--- src/rtl/calc_cmd_sequencer.sv ---
// Keypad command sequencer: replays a latched BCD request to the calculator as
// keystrokes, then follows the busy/ready handshake to capture the result.
module calc_cmd_sequencer #(
    parameter int unsigned TIMEOUT    = 127,
    parameter int unsigned MAX_DIGITS = 8
) (
    input  logic        clock,
    input  logic        reset,
    input  logic        start,
    input  logic [31:0] op_a_bcd,
    input  logic [3:0]  op_a_len,
    input  logic [31:0] op_b_bcd,
    input  logic [3:0]  op_b_len,
    input  logic [1:0]  op,
    input  logic [1:0]  status,
    input  logic [31:0] result,
    output logic [3:0]  cmd,
    output logic        busy,
    output logic        done,
    output logic        error,
    output logic [31:0] result_q
);

    localparam int unsigned CNT_W = (TIMEOUT >= 2) ? $clog2(TIMEOUT) : 1;
    localparam logic [CNT_W-1:0] CNT_LAST = CNT_W'(TIMEOUT - 1);
    localparam logic [3:0] MAX_LEN = 4'(MAX_DIGITS);

    localparam logic [3:0] CMD_ADD = 4'hA;
    localparam logic [3:0] CMD_SUB = 4'hB;
    localparam logic [3:0] CMD_MUL = 4'hC;
    localparam logic [3:0] CMD_NOP = 4'hD;
    localparam logic [3:0] CMD_EQ  = 4'hE;
    localparam logic [3:0] CMD_CLR = 4'hF;

    localparam logic [1:0] ST_READY = 2'b00;
    localparam logic [1:0] ST_BUSY  = 2'b01;
    localparam logic [1:0] ST_ERR   = 2'b10;

    typedef enum logic [3:0] {
        S_IDLE,
        S_CLR,
        S_SEND_A,
        S_SEND_OP,
        S_SEND_B,
        S_SEND_EQ,
        S_WAIT_BUSY,
        S_WAIT_DONE,
        S_DONE
    } state_t;

    state_t           state;
    logic [31:0]      a_q;
    logic [31:0]      b_q;
    logic [3:0]       a_len_q;
    logic [3:0]       b_len_q;
    logic [1:0]       op_q;
    logic [2:0]       idx;
    logic [CNT_W-1:0] wait_cnt;

    logic req_ok_c;
    logic advance_c;
    logic fault_c;

    function automatic logic [3:0] digit_at(input logic [31:0] bcd, input logic [2:0] i);
        return bcd[{i, 2'b00} +: 4];
    endfunction

    function automatic logic [3:0] op_code(input logic [1:0] o);
        case (o)
            2'b00:   return CMD_ADD;
            2'b01:   return CMD_SUB;
            default: return CMD_MUL;
        endcase
    endfunction

    // Request validation, handshake progress and abort conditions (calculator error or timeout)
    always_comb begin
        req_ok_c  = (op_a_len != 4'd0) && (op_a_len <= MAX_LEN) &&
                    (op_b_len != 4'd0) && (op_b_len <= MAX_LEN) && (op != 2'b11);
        advance_c = ((state == S_WAIT_BUSY) && (status == ST_BUSY)) ||
                    ((state == S_WAIT_DONE) && (status == ST_READY));
        fault_c   = 1'b0;
        if ((state != S_IDLE) && (state != S_DONE) && (status == ST_ERR)) begin
            fault_c = 1'b1;
        end
        if (((state == S_WAIT_BUSY) || (state == S_WAIT_DONE)) &&
            (wait_cnt == CNT_LAST) && !advance_c) begin
            fault_c = 1'b1;
        end
    end

    // Sequencer FSM; cmd is registered so it always reflects the state just entered
    always_ff @(posedge clock or negedge reset) begin
        if (!reset) begin
            state    <= S_IDLE;
            cmd      <= CMD_NOP;
            busy     <= 1'b0;
            done     <= 1'b0;
            error    <= 1'b0;
            result_q <= 32'd0;
            a_q      <= 32'd0;
            b_q      <= 32'd0;
            a_len_q  <= 4'd0;
            b_len_q  <= 4'd0;
            op_q     <= 2'b00;
            idx      <= 3'd0;
            wait_cnt <= '0;
        end else begin
            done <= 1'b0;
            if (fault_c) begin
                // Abort: one CLR keystroke while already back in IDLE
                state    <= S_IDLE;
                cmd      <= CMD_CLR;
                busy     <= 1'b0;
                error    <= 1'b1;
                idx      <= 3'd0;
                wait_cnt <= '0;
            end else begin
                case (state)
                    S_IDLE: begin
                        cmd <= CMD_NOP;
                        if (start) begin
                            if (req_ok_c) begin
                                a_q     <= op_a_bcd;
                                b_q     <= op_b_bcd;
                                a_len_q <= op_a_len;
                                b_len_q <= op_b_len;
                                op_q    <= op;
                                error   <= 1'b0;
                                busy    <= 1'b1;
                                cmd     <= CMD_CLR;
                                state   <= S_CLR;
                            end else begin
                                error <= 1'b1;
                            end
                        end
                    end
                    S_CLR: begin
                        idx   <= 3'(a_len_q - 4'd1);
                        cmd   <= digit_at(a_q, 3'(a_len_q - 4'd1));
                        state <= S_SEND_A;
                    end
                    S_SEND_A: begin
                        if (idx == 3'd0) begin
                            cmd   <= op_code(op_q);
                            state <= S_SEND_OP;
                        end else begin
                            idx <= idx - 3'd1;
                            cmd <= digit_at(a_q, idx - 3'd1);
                        end
                    end
                    S_SEND_OP: begin
                        idx   <= 3'(b_len_q - 4'd1);
                        cmd   <= digit_at(b_q, 3'(b_len_q - 4'd1));
                        state <= S_SEND_B;
                    end
                    S_SEND_B: begin
                        if (idx == 3'd0) begin
                            cmd   <= CMD_EQ;
                            state <= S_SEND_EQ;
                        end else begin
                            idx <= idx - 3'd1;
                            cmd <= digit_at(b_q, idx - 3'd1);
                        end
                    end
                    S_SEND_EQ: begin
                        cmd      <= CMD_NOP;
                        wait_cnt <= '0;
                        state    <= S_WAIT_BUSY;
                    end
                    S_WAIT_BUSY: begin
                        cmd <= CMD_NOP;
                        if (advance_c) begin
                            wait_cnt <= '0;
                            state    <= S_WAIT_DONE;
                        end else begin
                            wait_cnt <= wait_cnt + CNT_W'(1);
                        end
                    end
                    S_WAIT_DONE: begin
                        cmd <= CMD_NOP;
                        if (advance_c) begin
                            result_q <= result;
                            done     <= 1'b1;
                            wait_cnt <= '0;
                            state    <= S_DONE;
                        end else begin
                            wait_cnt <= wait_cnt + CNT_W'(1);
                        end
                    end
                    S_DONE: begin
                        cmd   <= CMD_NOP;
                        busy  <= 1'b0;
                        state <= S_IDLE;
                    end
                    default: begin
                        cmd   <= CMD_NOP;
                        busy  <= 1'b0;
                        state <= S_IDLE;
                    end
                endcase
            end
        end
    end

endmodule

--- config.mk ---
export PLATFORM = sky130hd
export DESIGN_NAME = calc_cmd_sequencer
export DESIGN_NICKNAME = d
export VERILOG_FILES = /design/src/rtl/calc_cmd_sequencer.sv
export SDC_FILE = /design/constraint.sdc
export NUM_CORES = 1
export LEC_CHECK = 0
export ABC_AREA = 1
export BUFFER_PORTS_ARGS = -buffer_cell sky130_fd_sc_hd__buf_4
export CORE_MARGIN = 1.5
export CORE_UTILIZATION = 50
export CTS_CLUSTER_SIZE = 8
export DETAILED_ROUTE_END_ITERATION = 12
export GPL_TIMING_DRIVEN = 0
export PLACE_DENSITY = 0.8
export SYNTH_ARGS = -nofsm -noshare
export SYNTH_HDL_FRONTEND = slang
export SYNTH_SLANG_ARGS = --single-unit
export TNS_END_PERCENT = 5
--- constraint.sdc ---
create_clock -name clock -period 2.25 [get_ports clock]
set_clock_uncertainty 0.15 [all_clocks]
set_input_delay 0.45 -clock clock [delete_from_list [all_inputs] [get_ports clock]]
set_output_delay 0.45 -clock clock [all_outputs]
set_load 0.02 [all_outputs]
==> summary.txt <==
biggest area consumer among synthesized cells -> dfrtp_1
Seq pwr share -> 0.309
NetSw -> 5.65 mW
met1 wire length -> 8010 microns
ANT nets after route -> 0
DR vias/cell -> 5.31
Hold Slack -> 0.0615 ns
reg2reg start -> b_len_q[0]
Post-Syn Area per Cell -> 7.36 sq um
Worst-Margin Slew -> 0.574 ns
syn_nets -> 1,010
Power Density -> 1470 mW/mm^2
RSZ-0062 raised after global routing -> true
Async S/R FF share, synth -> 1.00
Post-Synthesis Cells -> 893
final hold violations -> 0
final setup TNS -> 0 ns
Filler cells -> 1,120
CP Class -> reg2reg
Area contributors post-synth -> dfrtp_1, nand2_1, nand3_1
Final Instance Count excl. Fillers -> 1,258
Slew headroom -> 0.613
Yosys cell types -> 33
CP Capture Type -> flip-flop
Peak VDD IR -> 840 uV
post-route setup slack -> 0.00596 ns
internal power -> 7.10 mW
number of synthesized flops with an enable pin -> 0
design area -> 0.00868 sq mm
worst min-delay path class -> in2reg
final setup fails -> 0
flop2flop setup slack -> 0.006 ns
Worst-Skew Late Latency -> 0.43 ns
crit-path max FO -> 10
Initial Util -> 0.517
total CTS buffers -> 17
Fmax -> 446 MHz
post-DR wirelength/cell -> 15.0 microns
clock root cell -> clkbuf_16
H-tree depth -> 4
Design Power -> 12.7 mW
Yosys top cell area share -> 0.465
WP data arrival -> 2.45 ns
first-pass GRT wire length -> 30,400 microns
share of cells above drive strength 1 -> 0.238
post-synthesis register bit count -> 125
Layout area overhead -> 32.1%
Core Util, Final -> 0.682
commonest non-fill, non-tap cell in the layout -> nand2_1
switch share -> 0.443
Placed Instances -> 1,215
most frequent cells in the layout -> nand2_1, buf_4, dfrtp_1, nand3_1, inv_1
wire length on met3 -> 1740 microns
post-synthesis sequential area ratio -> 0.477
gr usage total -> 0.275
area of the multi-input gates -> 0.00302 sq mm
clock buffer depth -> 2
Clock power frac -> 0.199
FF-to-FF End -> cmd[0]
static leakage -> 4.57 nW
wire length on met2 -> 8750 microns
Logic pwr share -> 0.493
I/O pins -> 150
post-layout min period -> 2.24 ns
largest net degree at the start of global routing -> 82
ys flop type -> dfrtp_1
initial antenna violation count -> 0
Top Layer Used -> met4
hold endpoint -> a_q[3]
diode count -> 0
CTS sink count -> 125
maxcap violations -> 0
Period Utilization, post-route -> 0.997
hold depth -> 3
HP Start -> op_a_bcd[3]
PortBufs -> 149
hpwl dp -> 13,300 microns
status -> finished clean
Cell Area, Placed -> 0.00794 sq mm
vias -> 6,682
vias in the first global route -> 6,237
Core Region -> 0.0127 sq mm
gpl congestion -> 0.948
Critical Path Start Type -> flip-flop
WL final -> 18,900 microns
Slew Limit Fails -> 0
die width -> 118 microns
Sequential Area -> 0.00313 sq mm
Worst Path Required -> 2.45 ns
# nets final -> 1,190
DIE AREA -> 0.0138 sq mm
first-pass iteration count of the detailed router -> 7
DRC -> 0
CTS tree -> built
Worst R2R Path Depth -> 9
number of synthesis warnings -> 0
grt total ovfl -> 0
clock-pin transition on the worst setup and hold timing paths -> 0.06 ns
initial DRC count -> 800
std cell rows -> 41
Cell Area, Synth -> 0.00657 sq mm
Setup WS pre-CTS -> -0.404 ns
chip height -> 118 microns
==> power by group through the flow <==
stage	registers [mW]	clock network, mW	logic [mW]
after detailed placement	3.88	0	5.61
after global routing	4.01	2.64	6.88
after floorplan	3.95	0	3.68
final	3.93	2.53	6.28
after global placement	3.86	0	5.48
after CTS	3.88	2.54	5.76
==> area by class of cell <==
| type | count | share of cell area |
|---|---|---|
| Sequential cell | 125 | 0.361 |
| Multi-Input combinational cell | 658 | 0.348 |
| Timing Repair Buffer | 163 | 0.144 |
| Clock buffer | 21 | 0.0530 |
| Inverter | 69 | 0.0310 |
| Buffer | 39 | 0.0287 |
| Tap cell | 172 | 0.0248 |
| Clock inverter | 11 | 0.00980 |
==> kinds of logic after synthesis <==
| kind of cell | Yosys count | share of synthesized area |
|---|---|---|
| AO/OA/AOI/OAI | 115 | 0.0965 |
| XOR/XNOR | 9 | 0.0120 |
| adder cells (fa/ha/maj) | 6 | 0.0114 |
| buffers and inverters | 110 | 0.0752 |
| flip-flops | 125 | 0.477 |
| AND/OR/NAND/NOR | 528 | 0.328 |
==> timing repair <==
action | in CTS | in global routing
pin swaps | 0 | 0
endpoints found under the hold margin | 42 | 0
resized for setup | 15 | 11
buffers inserted | 0 | 12
hold buffers | 1 | 0
setup endpoints to repair | 9 | 4
==> per-layer routing <==
| layer | track usage | up-vias |
|---|---|---|
| met5 | 0 | - |
| met4 | 0.111 | 0 |
| met3 | 0.0620 | 44 |
| met2 | 0.424 | 342 |
| met1 | 0.378 | 3096 |
| li1 | - | 3200 |
==> how the worst max path moves through the flow <==
| stage | slack, ns | cells after the start | startpoint | endpoint |
|---|---|---|---|---|
| floorplan | 0.19 | 13 | idx[0] | cmd[3] |
| global placement | -0.44 | 9 | idx[0] | cmd[0] |
| detailed placement | -0.40 | 9 | idx[0] | cmd[0] |
| CTS | 0.01 | 11 | idx[0] | cmd[1] |
| global route | -0.02 | 9 | a_len_q[0] | cmd[2] |
| finish | 0.006 | 9 | b_len_q[0] | cmd[0] |
==> registers in the layout (all words and copies together), names as in the netlist <==
| register | count |
|---|---|
| b_len_q | 3 |
| idx | 3 |
| done | 1 |
| op_q | 2 |
| busy | 1 |
| a_q | 32 |
| wait_cnt | 7 |
| error | 1 |
| a_len_q | 3 |
| cmd | 4 |
| state | 4 |
| result_q | 32 |
| b_q | 32 |
==> critical path, cell delays in order (launching register included) <==
cell and delay, ns:
dfrtp_2 0.45, clkinvlp_4 0.20, ha_1 0.34, buf_2 0.25
o21ai_0 0.13, o22ai_1 0.28, nand2_1 0.10, nand3_1 0.08
nor2_1 0.06, nand3b_1 0.13
==> cells in the mapped netlist (all sizes together) (3+ instances only) <==
| cell type | instances |
|---|---|
| a21oi | 21 |
| buf | 28 |
| clkbuf | 13 |
| dfrtp | 122 |
| dfstp | 3 |
| ha | 6 |
| inv | 69 |
| nand2 | 384 |
| nand3 | 81 |
| nor2 | 54 |
| nor3 | 4 |
| o211ai | 10 |
| o21ai | 74 |
| o22ai | 9 |
| xnor2 | 3 |
| xor2 | 6 |
Note: power is estimated with default switching activity, not from simulation.
